File: config.mk
export PLATFORM = sky130hd
export DESIGN_NAME = cc_environment
export DESIGN_NICKNAME = d
export VERILOG_FILES = /design/src/rtl/cc_environment.sv
export SDC_FILE = /design/constraint.sdc
export NUM_CORES = 1
export LEC_CHECK = 0
export CELL_PAD_IN_SITES_DETAIL_PLACEMENT = 1
export CELL_PAD_IN_SITES_GLOBAL_PLACEMENT = 1
export CORE_MARGIN = 4
export CORE_UTILIZATION = 42
export CTS_BUF_LIST = sky130_fd_sc_hd__clkbuf_16
export DETAILED_ROUTE_END_ITERATION = 6
export DONT_BUFFER_PORTS = 1
export PLACE_DENSITY = 0.71
export REMOVE_ABC_BUFFERS = 1
export SYNTH_ARGS = -nofsm -noshare
export SYNTH_HDL_FRONTEND = slang
export SYNTH_SLANG_ARGS = --single-unit
File: constraint.sdc
create_clock -name CC_ENVIRONMENT_CLOCK_50 -period 2.87 [get_ports CC_ENVIRONMENT_CLOCK_50]
set_input_delay 0.287 -clock CC_ENVIRONMENT_CLOCK_50 [delete_from_list [all_inputs] [get_ports CC_ENVIRONMENT_CLOCK_50]]
set_output_delay 0.287 -clock CC_ENVIRONMENT_CLOCK_50 [all_outputs]
set_load 0.02 [all_outputs]
File: src/rtl/cc_environment.sv
// cc_environment: road-environment generator for the 8x8 Road Fighter matrix.
// Holds eight environment rows (fila7 = top, fila0 = bottom next to the car).
// On each game tick it scrolls the rows down by one and loads a new top row.
// The new row always has walls in columns 7 and 0, and may carry one obstacle
// picked from an 8-bit Galois LFSR.
// Optional feature: define CC_ENVIRONMENT_GAP_EN to force a free row between
// obstacle rows. A 1-bit phase alternates rows with and without obstacles.
module cc_environment #(
    parameter logic [23:0] TICK_MAX  = 24'd5_000_000,
    parameter logic [7:0]  LFSR_SEED = 8'hA5
) (
    input  logic       CC_ENVIRONMENT_CLOCK_50,
    input  logic       CC_ENVIRONMENT_RESET_InHigh,
    input  logic       CC_ENVIRONMENT_run_in,
    input  logic       CC_ENVIRONMENT_clear_in,
    input  logic [1:0] CC_ENVIRONMENT_speed_in,
    output logic [7:0] CC_ENVIRONMENT_fila7_bus_out,
    output logic [7:0] CC_ENVIRONMENT_fila6_bus_out,
    output logic [7:0] CC_ENVIRONMENT_fila5_bus_out,
    output logic [7:0] CC_ENVIRONMENT_fila4_bus_out,
    output logic [7:0] CC_ENVIRONMENT_fila3_bus_out,
    output logic [7:0] CC_ENVIRONMENT_fila2_bus_out,
    output logic [7:0] CC_ENVIRONMENT_fila1_bus_out,
    output logic [7:0] CC_ENVIRONMENT_fila0_bus_out,
    output logic       CC_ENVIRONMENT_scroll_out,
    output logic [7:0] CC_ENVIRONMENT_score_out
);

    localparam logic [7:0] BLANK_ROW = 8'h81;
    localparam logic [7:0] LFSR_TAPS = 8'hB8;

    // Short local aliases for the long port names
    logic clk, rst;
    assign clk = CC_ENVIRONMENT_CLOCK_50;
    assign rst = CC_ENVIRONMENT_RESET_InHigh;

    logic [23:0] cnt_q, cnt_d;
    logic [7:0]  lfsr_q, lfsr_d;
    logic [7:0]  score_q, score_d;
    logic        scroll_q, scroll_d;
    logic [7:0]  rows_q [8];
    logic [7:0]  rows_d [8];
    logic [23:0] limit;
    logic        tick;
    logic [2:0]  idx;
    logic [7:0]  obst_row;
    logic [7:0]  new_row;

    // Scroll period shrinks by powers of two as speed rises
    assign limit = TICK_MAX >> CC_ENVIRONMENT_speed_in;

    // Terminal count; >= keeps a lowered limit from letting the counter run past it
    assign tick = CC_ENVIRONMENT_run_in && (cnt_q >= (limit - 24'd1));

    // Obstacle column from the current LFSR value; 0 and 7 are the walls, so no obstacle
    assign idx = lfsr_q[2:0];
    always_comb begin
        obst_row = BLANK_ROW;
        if (idx != 3'd0 && idx != 3'd7)
            obst_row = BLANK_ROW | (8'h01 << idx);
    end

`ifdef CC_ENVIRONMENT_GAP_EN
    logic phase_q, phase_d;

    // Obstacle only on alternate rows, so there is always a free row between them
    assign new_row = phase_q ? obst_row : BLANK_ROW;

    // Gap phase flips on every scroll; clear restores phase 0
    always_comb begin
        phase_d = phase_q;
        if (CC_ENVIRONMENT_clear_in) phase_d = 1'b0;
        else if (tick)               phase_d = ~phase_q;
    end

    // Gap phase register
    always_ff @(posedge clk or posedge rst) begin
        if (rst) phase_q <= 1'b0;
        else     phase_q <= phase_d;
    end
`else
    assign new_row = obst_row;
`endif

    // Next-state logic: clear wins over a simultaneous scroll
    always_comb begin
        cnt_d    = cnt_q;
        lfsr_d   = lfsr_q;
        score_d  = score_q;
        scroll_d = 1'b0;
        for (int i = 0; i < 8; i++) rows_d[i] = rows_q[i];

        if (CC_ENVIRONMENT_clear_in) begin
            cnt_d   = 24'd0;
            lfsr_d  = LFSR_SEED;
            score_d = 8'd0;
            for (int i = 0; i < 8; i++) rows_d[i] = BLANK_ROW;
        end else if (tick) begin
            cnt_d    = 24'd0;
            scroll_d = 1'b1;
            lfsr_d   = (lfsr_q >> 1) ^ (lfsr_q[0] ? LFSR_TAPS : 8'h00);
            score_d  = (score_q == 8'hFF) ? score_q : score_q + 8'd1;
            for (int i = 0; i < 7; i++) rows_d[i] = rows_q[i+1];
            rows_d[7] = new_row;
        end else if (CC_ENVIRONMENT_run_in) begin
            cnt_d = cnt_q + 24'd1;
        end
    end

    // State registers
    always_ff @(posedge clk or posedge rst) begin
        if (rst) begin
            cnt_q    <= 24'd0;
            lfsr_q   <= LFSR_SEED;
            score_q  <= 8'd0;
            scroll_q <= 1'b0;
            for (int i = 0; i < 8; i++) rows_q[i] <= BLANK_ROW;
        end else begin
            cnt_q    <= cnt_d;
            lfsr_q   <= lfsr_d;
            score_q  <= score_d;
            scroll_q <= scroll_d;
            for (int i = 0; i < 8; i++) rows_q[i] <= rows_d[i];
        end
    end

    assign CC_ENVIRONMENT_fila7_bus_out = rows_q[7];
    assign CC_ENVIRONMENT_fila6_bus_out = rows_q[6];
    assign CC_ENVIRONMENT_fila5_bus_out = rows_q[5];
    assign CC_ENVIRONMENT_fila4_bus_out = rows_q[4];
    assign CC_ENVIRONMENT_fila3_bus_out = rows_q[3];
    assign CC_ENVIRONMENT_fila2_bus_out = rows_q[2];
    assign CC_ENVIRONMENT_fila1_bus_out = rows_q[1];
    assign CC_ENVIRONMENT_fila0_bus_out = rows_q[0];
    assign CC_ENVIRONMENT_scroll_out    = scroll_q;
    assign CC_ENVIRONMENT_score_out     = score_q;

endmodule

Word level (Yosys, flattened, before mapping). Cells that the tools add are included.

Add/sub/neg operators: 3. $lt $le $gt $ge: 1. Eq/ne operators: 3. Shift-type cells: 2. Muxes and demuxes: 14. Bitwise operators: 1. Reduce and logical (&&, ||, !) cells: 6.

Operators with widths (count): $mux W64 (2); $mux W24 (3); $mux W8 (6); $add A24 B1 Y24 const B (1); $ge A24 B24 Y1 (1); $shr A23 B2 Y24 const A (1); $sub A24 B1 Y24 const B (1); $add A8 B1 Y8 const B (1); $eq A8 B8 Y1 const B (1); $xor A7 B8 Y8 (1); $mux W7 (1); $shl A1 B3 Y7 const A (1); $reduce_bool A3 Y1 (2); $ne A3 B3 Y1 const B (1); $logic_and A1 B1 Y1 (2); $mux W1 (2); $ne A2 B2 Y1 const B (1); $reduce_and A2 Y1 (1); $reduce_bool A2 Y1 (1).

Flip-flop bits (word level): 105. Bits of input ports: 6. Output and inout bits: 73. Logic and storage cells: 42.

Depth between registers and ports, before layout. Gate-level depths: netlist (run 1).

Word-level depth: 6. Gate-level depth with buffers: 15.

Worst setup path after synthesis (run 1). OpenSTA, ideal clock, no wires.

Path type: input to register. From: input CC_ENVIRONMENT_speed_in[0]. To: register rows_q (netlist bit CC_ENVIRONMENT_fila0_bus_out[1]). Data arrival time: 2.715 ns. Slack: 0.035 ns. Cell stages on the path: 14. Cell sequence: inv_1 > ha_1 > nor4_1 > xnor2_1 > nor2_1 > ha_1 > a21oi_1 > o21ai_1 > a221oi_1 > o211a_1 > buf_6 > buf_4 > nor3_1 > a31o_1.

Word-level cells in the longest chain between the ends: 5.

RTL lines: start: declaration (line 16) `input logic [1:0] CC_ENVIRONMENT_speed_in,`; $shr A23 B2 Y24 (line 50) `assign limit = TICK_MAX >> CC_ENVIRONMENT_speed_in;`; $sub A24 B1 Y24 (line 53) `assign tick = CC_ENVIRONMENT_run_in && (cnt_q >= (limit - 24'd1));`; $ge A24 B24 Y1 (line 53); $logic_and A1 B1 Y1 (line 53); $reduce_bool A2 Y1 (no line); end: declaration (line 41) `logic [7:0] rows_q [8];`.

Every way passes these cells. A chain may end at the register's enable or synchronous reset.

Worst setup path in the final report (run 1).
From: input CC_ENVIRONMENT_speed_in[0]. To: register score_q[4] (netlist: CC_ENVIRONMENT_score_out[4]).

Word-level cells in the longest chain between the ends: 6.

RTL lines: $shr A23 B2 Y24 (line 50); $sub A24 B1 Y24 (line 53); $ge A24 B24 Y1 (line 53); $logic_and A1 B1 Y1 (line 53); $reduce_bool A2 Y1 (no line); $reduce_and A2 Y1 (no line); end signal: assignment (line 121) `score_q <= score_d;`; end: declaration (line 39) `logic [7:0] score_q, score_d;`.

Every way passes these cells.

==> summary.md, run 1 <==
| Metric | Value |
|---|---|
| Adder-cell area share of the yosys netlist | `0.0760` |
| Total grt overflow | `0` |
| Std-Cell Core Area | `11000 sq um` |
| Final count of hold timing violations | `4` |
| Port Buf Inserts | `0` |
| Transition time at the pin with the least slew margin | `0.911 ns` |
| Simple-Gate Fraction of Synth Area | `0.170` |
| Area fraction in compound gates after synthesis | `0.0702` |
| Cell accounting for the most synthesized area | `sky130_fd_sc_hd__dfrtp_1` |
| Most crowded layer after global routing | `met2` |
| Row count | `38` |
| Worst setup timing slack at the placement stage | `-0.162 ns` |
| Largest fanout of any net on the critical path | `10` |
| Drc violations | `0` |
| Netlist area before placement | `4770 sq um` |
| Share of synthesized area occupied by flip-flops and latches | `0.468` |
| Post-route worst setup slack | `0.236 ns` |
| Clock skew | `0.0100 ns` |
| Hold/Removal Path Class | `input pin to asynchronous set/reset pin` |
| Standby leakage power | `2.46 nW` |
| Cells taking the most area after synthesis | `sky130_fd_sc_hd__dfrtp_1 (45%), sky130_fd_sc_hd__mux2i_1 (9.6%), sky130_fd_sc_hd__ha_1 (7.6%)` |
| Total length of routed wires | `11500 microns` |
| GPL Wtd Cong | `0.760` |
| Root buffer cell | `sky130_fd_sc_hd__clkbuf_16` |
| Ranking of synthesized cells by instance count | `sky130_fd_sc_hd__dfrtp_1 (85), sky130_fd_sc_hd__nand2_1 (66), sky130_fd_sc_hd__mux2i_1 (46)` |
| Proportion of synthesized area in mux cells | `0.106` |
| Count of flip-flops with a built-in enable after synthesis | `0` |
| Post-layout total power | `0.00263 W` |
| Leading register cell type out of synthesis | `sky130_fd_sc_hd__dfrtp_1` |
| Die Span X | `115 microns` |
| Worst-case register-to-register setup slack | `0.26 ns` |
| Gate count of the mapped netlist | `460` |
| Wire length per cell | `18.5 microns` |
| Die footprint | `13100 sq um` |
| Worst vdd ir | `0.244 mV` |
| Overall fraction of global-route tracks in use | `0.185` |
| Clk sink count | `89` |
| Nature of the critical path startpoint | `input pin` |
| Worst r2r dst | `cnt_q[8]` |
| Worst slew slack as a fraction of its limit | `0.392` |
| # setup viols final | `0` |
| Vias in the first global route | `3804` |
| Die Ht | `115 microns` |
| Origin of the critical flop-to-flop path | `cnt_q[19]` |
| Final net count | `511` |
| Maximum root-to-sink buffer count | `2` |
| Count of placed standard cells including taps | `603` |
| Clock-pin slew of the registers on the worst-case setup and hold paths | `0.06 ns` |
| Share of layout cells above drive strength 1 | `0.116` |
| Detailed-router iteration count before antenna repair | `4` |
| Share of the clock period used by the worst path after layout | `0.918` |
| FFs w/ async S/R, synth | `1.00` |
| Effective utilization at floorplan | `0.435` |
| Fraction of met2 tracks used by global routing | `0.316` |
| Pins over their slew limit | `0` |
| Result of the run | `finished, violations left` |
| Final instance count without filler cells | `621` |
| Fraction of met3 tracks used by global routing | `0.0618` |
| Fmax | `380 MHz` |
| CTS tree | `done` |
| Areal power density over the cells | `489 nW/um^2` |
| First-pass GRT wire length | `19500 microns` |
| Critical Setup Path Class | `input pin to flip-flop` |
| Number of setup buffers added after CTS | `0` |
| Inserted Diodes | `0` |
| Crit path capture type | `flip-flop` |
| Final worst path period need | `2.63 ns` |
| Later-pin clock latency in the skew report | `0.34 ns` |
| Most repeated cell in the gate-level netlist after synthesis | `sky130_fd_sc_hd__dfrtp_1` |
| RSZ-0062 raised after global routing | `false` |
| Iteration-0 DRC count of the detailed router | `115` |
| Number of flip-flops and latches in the synthesized netlist | `89` |
| Number of I/O pins | `79` |
| Worst setup path startpoint | `CC_ENVIRONMENT_speed_in[0]` |
| Mean instance size in the synthesized netlist | `10.4 sq um` |
| Critical path data required time | `3.08 ns` |
| Endpoint of the most critical setup path | `CC_ENVIRONMENT_score_out[4]` |
| YS warnings | `0` |
| Number of antenna violations at the first check in global routing | `0` |
| Violations in the final reports | `hold timing` |
| Pin count of the biggest net entering global routing | `53` |
| H-tree levels | `3` |
| Number of buffers added by the clock tree synthesis step | `9` |
| Xor and xnor area share after synthesis | `0.0459` |
| Via density per instance | `5.38` |
| Area added between synthesis and finish | `12.7%` |
| Hpwl dp | `7940 microns` |
| Global-route track usage on met1 | `0.224` |
| Final Hold Slack | `-0.00906 ns` |
| Final design utilization | `0.490` |
| Combinational family with the most area after synthesis | `simple AND/OR/NAND/NOR gates` |
| Number of antenna-violating nets in the routed design | `0` |
| Number of distinct library cells after synthesis | `46` |
| Critical path arrival | `2.85 ns` |
| Cells on worst reg2reg path | `10` |
| Vias post-DR | `3340` |
| Number of maximum-capacitance constraint violations | `0` |
| Top-area cell type share of the netlist area | `0.445` |
-- where the power goes --
part | switching (W) | total (W) | internal (W) | leakage, nW
combinational | 0.000101 | 0.000136 | 0.0000348 | 1.07
sequential | 0.00000289 | 0.00126 | 0.00126 | 1.23
clock | 0.000480 | 0.00124 | 0.000756 | 0.160
-- layer usage --
| layer | up-vias | part of all wire |
|---|---|---|
| li1 | 1586 | - |
| met1 | 1673 | 0.42 |
| met2 | 65 | 0.50 |
| met3 | 16 | 0.066 |
| met4 | 0 | 0.012 |
| met5 | - | 0 |
-- sequential cells by signal (all words and copies together), names as in the netlist --
signal                        count
CC_ENVIRONMENT_fila0_bus_out      6
CC_ENVIRONMENT_score_out          8
CC_ENVIRONMENT_fila4_bus_out      6
cnt_q                            24
CC_ENVIRONMENT_fila5_bus_out      6
CC_ENVIRONMENT_fila2_bus_out      6
CC_ENVIRONMENT_fila6_bus_out      6
lfsr_q                            8
CC_ENVIRONMENT_fila7_bus_out      6
CC_ENVIRONMENT_fila3_bus_out      6
CC_ENVIRONMENT_fila1_bus_out      6
CC_ENVIRONMENT_scroll_out         1
-- stage by stage --
stage / setup TNS (ns) / instance area [sq um]
3_5_place_dp: -9.27 / 5030
6_report: 0 / 5380
5_1_grt: 0 / 5380
2_1_floorplan: -26.86 / 4580
3_3_place_gp: -0.346 / 5030
4_1_cts: 0 / 5360
-- worst min-delay path by stage --
stage,endpoint,slack [ns],startpoint,depth (start not counted)
2_1_floorplan,lfsr_q[3],0.35,CC_ENVIRONMENT_clear_in,1
3_3_place_gp,CC_ENVIRONMENT_score_out[6],0.35,CC_ENVIRONMENT_clear_in,1
3_5_place_dp,CC_ENVIRONMENT_score_out[6],0.35,CC_ENVIRONMENT_clear_in,1
4_1_cts,lfsr_q[4],0.0004,CC_ENVIRONMENT_clear_in,1
5_1_grt,CC_ENVIRONMENT_scroll_out,0.001,CC_ENVIRONMENT_clear_in,1
6_report,CC_ENVIRONMENT_fila3_bus_out[3],-0.009,CC_ENVIRONMENT_RESET_InHigh,1
-- what timing repair did --
| item | 4_1_cts | 5_1_grt |
|---|---|---|
| hold buffers | 1 | 1 |
| endpoints found under the setup margin | 0 | 72 |
| endpoints found under the hold margin | 1 | 1 |
| gates resized for setup | 0 | 2 |
-- area by class of cell --
type | count | area, sq um
sequential | 89 | 2230
tap | 140 | 175
fill | 1202 | 5600
timing repair buffer | 25 | 293
clock inverter | 7 | 88.8
inverter | 14 | 53.8
multi-input combinational | 337 | 2310
clock buffer | 9 | 225
-- kinds of logic after synthesis --
group                    count (synthesis)
flip-flops                              89
adder cells (fa/ha/maj)                 29
AO/OA/AOI/OAI                           45
XOR/XNOR                                25
buffers and inverters                   50
other                                    1
multiplexers                            50
AND/OR/NAND/NOR                        171
-- placed cells by master, fill, tap and decap left out, types with 5 or more instances in the layout --
cell type	Yosys	routed
sky130_fd_sc_hd__buf_4	18	15
sky130_fd_sc_hd__xnor2_1	9	9
sky130_fd_sc_hd__conb_1	1	17
sky130_fd_sc_hd__and3_1	5	5
sky130_fd_sc_hd__nor3_1	11	11
sky130_fd_sc_hd__inv_1	13	14
sky130_fd_sc_hd__nand3_1	18	18
sky130_fd_sc_hd__xor2_1	16	16
sky130_fd_sc_hd__buf_12	0	8
sky130_fd_sc_hd__clkbuf_16	0	9
sky130_fd_sc_hd__dfrtp_1	85	85
sky130_fd_sc_hd__mux2i_1	46	46
sky130_fd_sc_hd__nand4_1	9	9
sky130_fd_sc_hd__a31o_1	7	7
sky130_fd_sc_hd__nand2_1	66	66
sky130_fd_sc_hd__nor2_1	39	39
sky130_fd_sc_hd__o21ai_1	5	5
sky130_fd_sc_hd__a21oi_1	15	15
sky130_fd_sc_hd__nor2b_1	8	8
sky130_fd_sc_hd__ha_1	29	29
-- critical path, cell delays in order --
cell                       delay, ns
sky130_fd_sc_hd__inv_1          0.05
sky130_fd_sc_hd__ha_1           0.32
sky130_fd_sc_hd__nor4_2         0.25
sky130_fd_sc_hd__xnor2_1        0.16
sky130_fd_sc_hd__nor2_1         0.06
sky130_fd_sc_hd__ha_1           0.30
sky130_fd_sc_hd__a21oi_1        0.07
sky130_fd_sc_hd__o21ai_1        0.19
sky130_fd_sc_hd__a221oi_2       0.12
sky130_fd_sc_hd__o211a_1        0.25
sky130_fd_sc_hd__buf_12         0.15
sky130_fd_sc_hd__nor4b_2        0.28
sky130_fd_sc_hd__mux2_1         0.35
Power figures use the tool's default switching activity.
==> inputs of run 2 (changes only) <==
--- a/config.mk
+++ b/config.mk
@@ -5,14 +5,12 @@
 export SDC_FILE = /design/constraint.sdc
 export NUM_CORES = 1
 export LEC_CHECK = 0
-export CELL_PAD_IN_SITES_DETAIL_PLACEMENT = 1
-export CELL_PAD_IN_SITES_GLOBAL_PLACEMENT = 1
 export CORE_MARGIN = 4
 export CORE_UTILIZATION = 42
 export CTS_BUF_LIST = sky130_fd_sc_hd__clkbuf_16
 export DETAILED_ROUTE_END_ITERATION = 6
 export DONT_BUFFER_PORTS = 1
-export PLACE_DENSITY = 0.71
+export PLACE_DENSITY = 0.58
 export REMOVE_ABC_BUFFERS = 1
 export SYNTH_ARGS = -nofsm -noshare
 export SYNTH_HDL_FRONTEND = slang
==> run 2 against run 1 <==
Compared with the run above: the run now ends clean; final cell count is 0.48% higher; total power decreased by 8.5%; sequential share of layout area increased by 0.56 points; via count is 0.93% lower; critical path depth is 1 higher; die area is the same; clock skew down 0.0038 ns; global-route usage is 2.4 points lower; core utilization decreased by 0.65 points; sequential cell count unchanged; setup slack got worse by 0.0064 ns.
==> summary.md, run 2 (synthesis results as in run 1) <==
| Metric | Value |
|---|---|
| Critical path arrival | `2.89 ns` |
| Beginning of the worst hold path | `CC_ENVIRONMENT_clear_in` |
| Share of the clock period used by the worst path after layout | `0.920` |
| # setup viols final | `0` |
| Post-route cell area | `5310 sq um` |
| Number of maximum-capacitance constraint violations | `0` |
| Worst vdd ir | `0.246 mV` |
| Transition time at the pin with the least slew margin | `0.680 ns` |
| Highest-count cells in the layout ignoring fill and taps | `sky130_fd_sc_hd__dfrtp_1 (85), sky130_fd_sc_hd__nand2_1 (66), sky130_fd_sc_hd__mux2i_1 (46)` |
| GPL Wtd Cong | `0.819` |
| Placed Area | `5020 sq um` |
| Hpwl dp | `7100 microns` |
| Vias in the first global route | `3345` |
| Number of buffers added by the clock tree synthesis step | `9` |
| Die Ht | `115 microns` |
| Root buffer cell | `sky130_fd_sc_hd__clkbuf_16` |
| Final count of hold timing violations | `0` |
| Areal power density over the cells | `454 nW/um^2` |
| Area taken by flip-flops and latches | `2230 sq um` |
| Max reg flops | `24` |
| Pins over their slew limit | `0` |
| Clk sink count | `89` |
| Die Span X | `115 microns` |
| Inserted Diodes | `0` |
| Die footprint | `13100 sq um` |
| H-tree levels | `3` |
| Row count | `38` |
| First-pass GRT wire length | `16900 microns` |
| Register ranked first by flip-flop count | `cnt_q` |
| Number of antenna-violating nets in the routed design | `0` |
| Cells on Worst Hold Path | `1` |
| Final Hold Slack | `0.0312 ns` |
| Pin count of the biggest net entering global routing | `40` |
| Final net count | `514` |
| Number of antenna violations at the first check in global routing | `0` |
| End point of the most critical hold path | `CC_ENVIRONMENT_score_out[7]` |
| Iteration-0 DRC count of the detailed router | `165` |
| Detailed-router iteration count before antenna repair | `4` |
| Nature of the critical path startpoint | `input pin` |
| RSZ-0062 raised after global routing | `false` |
| Cells on worst reg2reg path | `10` |
| Later-pin clock latency in the skew report | `0.33 ns` |
| Number of setup buffers added after CTS | `0` |
| Port Buf Inserts | `0` |
| Vias post-DR | `3309` |
| Final design utilization | `0.483` |
| Leading cell type in the layout, fill and taps excluded | `sky130_fd_sc_hd__dfrtp_1` |
| Share of layout cells above drive strength 1 | `0.114` |
| Area added between synthesis and finish | `11.2%` |
| Effective utilization at floorplan | `0.435` |
| Clock skew | `0.00618 ns` |
| Via density per instance | `5.30` |
| Clock-pin slew of the registers on the worst-case setup and hold paths | `0.06 ns` |
| Overall fraction of global-route tracks in use | `0.160` |
| Wire length per cell | `15.8 microns` |
| Critical Setup Path Class | `input pin to flip-flop` |
| Fill cell total of the finished layout | `1016` |
| Drc violations | `0` |
| Worst-case register-to-register setup slack | `0.41 ns` |
| Footprint of the multi-input gates | `2300 sq um` |
| Hold/Removal Path Class | `input pin to flip-flop` |
| Number of I/O pins | `79` |
| Origin of the critical flop-to-flop path | `cnt_q[19]` |
| Standby leakage power | `2.44 nW` |
| Maximum root-to-sink buffer count | `2` |
| Critical path data required time | `3.12 ns` |
| Final worst path period need | `2.64 ns` |
| Worst r2r dst | `CC_ENVIRONMENT_score_out[6]` |
| CTS tree | `done` |
| Result of the run | `complete, no violations` |
| Worst slew slack as a fraction of its limit | `0.546` |
| Fmax | `379 MHz` |
| Std-Cell Core Area | `11000 sq um` |
| Largest fanout of any net on the critical path | `8` |
| Total grt overflow | `0` |
| Total length of routed wires | `9890 microns` |
| Crit path capture type | `flip-flop` |
==> run 2: changes by cell type in the layout (fill, tap and decap cells not counted), sizes merged <==
cell         delta
bufinv          -2
clkinv          +2
buf             +2
dlygate4sd3     +1
==> run 2: how the worst max path moves through the flow <==
stage	endpoint	start
floorplan	CC_ENVIRONMENT_score_out[6]	CC_ENVIRONMENT_speed_in[0]
global placement	CC_ENVIRONMENT_score_out[6]	CC_ENVIRONMENT_speed_in[0]
detailed placement	lfsr_q[7]	CC_ENVIRONMENT_speed_in[0]
CTS	lfsr_q[7]	CC_ENVIRONMENT_speed_in[0]
global route	CC_ENVIRONMENT_fila3_bus_out[6]	CC_ENVIRONMENT_speed_in[0]
finish	lfsr_q[7]	CC_ENVIRONMENT_speed_in[0]
==> run 2: layer usage <==
layer  wire, microns  global-route usage  part of all wire  vias up
met5               0                   0                 0        -
met4              92              0.0475            0.0093        0
met3             744              0.0581             0.075        7
met2            4540               0.247              0.46       70
met1            4510               0.213              0.46     1629
li1                -                   -                 -     1603
==> run 2: stage by stage <==
step	total power (W)	std cells	TNS, ns	worst slack (ns)
after CTS	0.00245	624	0	0.223
after floorplan	0.00137	440	-26.86	-0.538
after detailed placement	0.00141	605	-6.38	-0.124
after global placement	0.00141	605	-1.01	-0.0550
final	0.00241	624	0	0.230
after global routing	0.00251	624	0	0.0182
==> run 2: timing repair <==
action,in CTS,in global routing
resized for setup,0,0
setup endpoints to repair,0,0
endpoints found under the hold margin,39,0
hold buffers,3,0
==> run 2: area by class of cell <==
cell class | count | area share
Clock buffer | 9 | 0.0424
Clock inverter | 7 | 0.00566
Inverter | 14 | 0.0101
Multi-Input combinational cell | 337 | 0.433
Sequential cell | 89 | 0.420
Tap cell | 140 | 0.0330
Timing Repair Buffer | 28 | 0.0551
==> run 2: critical path, cell delays in order <==
cell                       delay (ns)
sky130_fd_sc_hd__inv_1           0.05
sky130_fd_sc_hd__ha_1            0.31
sky130_fd_sc_hd__nor4_1          0.32
sky130_fd_sc_hd__xnor2_1         0.16
sky130_fd_sc_hd__nor2_1          0.06
sky130_fd_sc_hd__ha_1            0.29
sky130_fd_sc_hd__a21oi_1         0.16
sky130_fd_sc_hd__o21ai_1         0.07
sky130_fd_sc_hd__a221oi_1        0.37
sky130_fd_sc_hd__buf_4           0.18
sky130_fd_sc_hd__o211ai_2        0.13
sky130_fd_sc_hd__nand2_2         0.16
sky130_fd_sc_hd__buf_12          0.14
sky130_fd_sc_hd__mux2i_1         0.19
==> run 2: report_power, final <==
group,switching [W],internal [W]
Combinational,0.0000972,0.0000327
Sequential,0.00000262,0.00126
Clock,0.000449,0.000569
Total,0.000549,0.00186
==> inputs of run 3 (changes only) <==
--- a/config.mk
+++ b/config.mk
@@ -5,7 +5,6 @@
 export SDC_FILE = /design/constraint.sdc
 export NUM_CORES = 1
 export LEC_CHECK = 0
-export CORE_MARGIN = 4
 export CORE_UTILIZATION = 42
 export CTS_BUF_LIST = sky130_fd_sc_hd__clkbuf_16
 export DETAILED_ROUTE_END_ITERATION = 6
==> run 3 against run 2 <==
Compared with the run above: via count is 1.3% lower; count of clock-buffer cells in the layout is the same; largest cell class unchanged; wire length rose by 0.32%; fmax is 2.0% higher; critical endpoint is now CC_ENVIRONMENT_score_out[4]; sequential cell count unchanged; clock skew rose by 0.0018 ns; combinational power increased by 3%.
==> summary.md, run 3 (synthesis results as in run 1) <==
| Metric | Value |
|---|---|
| Result of the run | `complete, no violations` |
| Transition time at the pin with the least slew margin | `0.705 ns` |
| Total Negative Setup Slacks | `0 ns` |
| Fmax | `386 MHz` |
| Total grt overflow | `0` |
| Int Pwr | `0.00195 W` |
| Footprint of the multi-input gates | `2310 sq um` |
| Row count | `38` |
| Share of the clock period used by the worst path after layout | `0.902` |
| Vias post-DR | `3267` |
| Die footprint | `11800 sq um` |
| Later-pin clock latency in the skew report | `0.34 ns` |
| Kind of cell adding the most delay to the critical path | `simple AND/OR/NAND/NOR gates` |
| Share of total power consumed by net switching | `0.225` |
| Critical path arrival | `2.81 ns` |
| Worst vdd ir | `0.271 mV` |
| Leading cell type in the layout, fill and taps excluded | `sky130_fd_sc_hd__dfrtp_1` |
| CTS tree | `done` |
| Number of setup buffers added after CTS | `0` |
| Critical path data required time | `3.09 ns` |
| Final worst path period need | `2.59 ns` |
| Cells on worst reg2reg path | `9` |
| Cells on Worst Hold Path | `1` |
| Net Switching | `0.000567 W` |
| Buffers and inverters on the worst path | `2` |
| GPL Wtd Cong | `0.768` |
| Cell occurring most often along the worst timing path | `sky130_fd_sc_hd__ha_1` |
| Drc violations | `0` |
| Number of I/O pins | `79` |
| Clock skew | `0.00798 ns` |
| First-pass GRT wire length | `16900 microns` |
| Clock-pin slew of the registers on the worst-case setup and hold paths | `0.06 ns` |
| Worst setup path startpoint | `CC_ENVIRONMENT_speed_in[0]` |
| Number of maximum-capacitance constraint violations | `0` |
| Cell with the largest stage delay on the worst path | `sky130_fd_sc_hd__mux2_1` |
| RSZ-0062 raised after global routing | `false` |
| H-tree levels | `3` |
| Via density per instance | `5.24` |
| Clk sink count | `89` |
| Pin count of the biggest net entering global routing | `52` |
| Share of total power in combinational logic | `0.053` |
| Pins over their slew limit | `0` |
| Std-Cell Core Area | `10900 sq um` |
| Standby leakage power | `2.44 nW` |
| # setup viols final | `0` |
| Detailed-router iteration count before antenna repair | `4` |
| Worst slew slack as a fraction of its limit | `0.529` |
| CP max stage delay | `0.34 ns` |
| Inserted Diodes | `0` |
| Effective utilization at floorplan | `0.437` |
| Origin of the critical flop-to-flop path | `cnt_q[19]` |
| Port Buf Inserts | `0` |
| Number of antenna violations at the first check in global routing | `0` |
| Beginning of the worst hold path | `CC_ENVIRONMENT_clear_in` |
| Maximum root-to-sink buffer count | `2` |
| Largest fanout of any net on the critical path | `9` |
| Overall fraction of global-route tracks in use | `0.185` |
| Share of layout cells above drive strength 1 | `0.114` |
| Max reg flops | `24` |
| Path length in cells of the critical path | `13` |
| Worst-path cell chain | `inv_1 > ha_1 > nor4_1 > xnor2_1 > nor2_1 > ha_1 > a21oi_1 > o21ai_1 > a221oi_2 > o211a_1 > buf_4 > nor4b_2 > mux2_1` |
| Number of buffers added by the clock tree synthesis step | `9` |
| Worst setup timing slack at the placement stage | `-0.119 ns` |
| Area taken by flip-flops and latches | `2230 sq um` |
| Vias in the first global route | `3340` |
| Number of antenna-violating nets in the routed design | `0` |
| Final net count | `513` |
| Share of power burned in the clock network | `0.447` |
| Die Span X | `109 microns` |
| Critical Setup Path Class | `input pin to flip-flop` |
| Final count of hold timing violations | `0` |
| Hold/Removal Path Class | `input pin to flip-flop` |
| Crit path capture type | `flip-flop` |
| Die Ht | `109 microns` |
| Wire length per cell | `15.9 microns` |
| Sequential power share | `0.500` |
| Iteration-0 DRC count of the detailed router | `142` |
| Hpwl dp | `6860 microns` |
| Root buffer cell | `sky130_fd_sc_hd__clkbuf_16` |
| Fill cell total of the finished layout | `1058` |
| Total length of routed wires | `9920 microns` |
| Register ranked first by flip-flop count | `cnt_q` |
| Highest-count cells in the layout ignoring fill and taps | `sky130_fd_sc_hd__dfrtp_1 (85), sky130_fd_sc_hd__nand2_1 (66), sky130_fd_sc_hd__mux2i_1 (46)` |
| Nature of the critical path startpoint | `input pin` |
| Areal power density over the cells | `472 nW/um^2` |
| Post-route worst setup slack | `0.282 ns` |
| Area added between synthesis and finish | `11.8%` |
-- run 3: cell types whose count changed in the layout (fill, tap and decap cells not counted), sizes merged --
cell         delta
buf             -2
dlygate4sd3     +1
clkinv          -1
bufinv          +1
-- run 3: path summary, 6_finish.rpt --
| path | slack (ns) | end |
|---|---|---|
| setup / recovery | 0.28 | CC_ENVIRONMENT_score_out[4] |
| hold / removal | 0.04 | CC_ENVIRONMENT_score_out[2] |
| setup reg to reg | 0.42 | CC_ENVIRONMENT_score_out[0] |
| hold reg to reg | 0.52 | lfsr_q[7] |
| max in group asynchronous | 1.64 | lfsr_q[0] |
| min in group asynchronous | 0.50 | CC_ENVIRONMENT_fila1_bus_out[4] |
-- run 3: layout make-up --
| cell class | instances | share of cell area |
|---|---|---|
| clock buffers | 9 | 0.0422 |
| repair buffers | 27 | 0.0539 |
| multi-input cells | 337 | 0.432 |
| inverters | 14 | 0.0101 |
| flip-flops and latches | 89 | 0.418 |
| clock inverters | 7 | 0.0106 |
| well taps | 140 | 0.0328 |
-- run 3: what timing repair did --
item / 4_1_cts / 5_1_grt
setup endpoints to repair: 0 / 14
hold endpoints to repair: 45 / 1
hold buffers: 3 / 1
gates resized for setup: 0 / 1
-- run 3: per-stage QoR --
step                hold slack (ns)   util  cells  area [sq um]  power (W)
floorplan                     0.345      -    440          4580    0.00137
global placement              0.306  0.458    603          5010    0.00141
detailed placement            0.306  0.458    603          5010    0.00141
CTS                         0.00108  0.486    622          5320    0.00255
global route                 0.0328  0.488    623          5340    0.00262
finish                       0.0404  0.488    623          5340    0.00252
-- run 3: power by group through the flow --
stage | Combinational, W | Sequential (W) | Clock, W
2_1_floorplan | 0.0000887 | 0.00128 | 0
3_5_place_dp | 0.000129 | 0.00128 | 0
5_1_grt | 0.000154 | 0.00126 | 0.00121
4_1_cts | 0.000136 | 0.00126 | 0.00116
3_3_place_gp | 0.000126 | 0.00128 | 0
6_report | 0.000134 | 0.00126 | 0.00113
-- run 3: layer usage --
metal / vias up / global-route usage / part of all wire / wire (microns)
met2: 72 / 0.284 / 0.46 / 4520
met5: - / 0 / 0 / 0
met4: 0 / 0.0666 / 0.017 / 171
met3: 15 / 0.0634 / 0.068 / 679
met1: 1582 / 0.241 / 0.46 / 4550
li1: 1598 / - / - / -
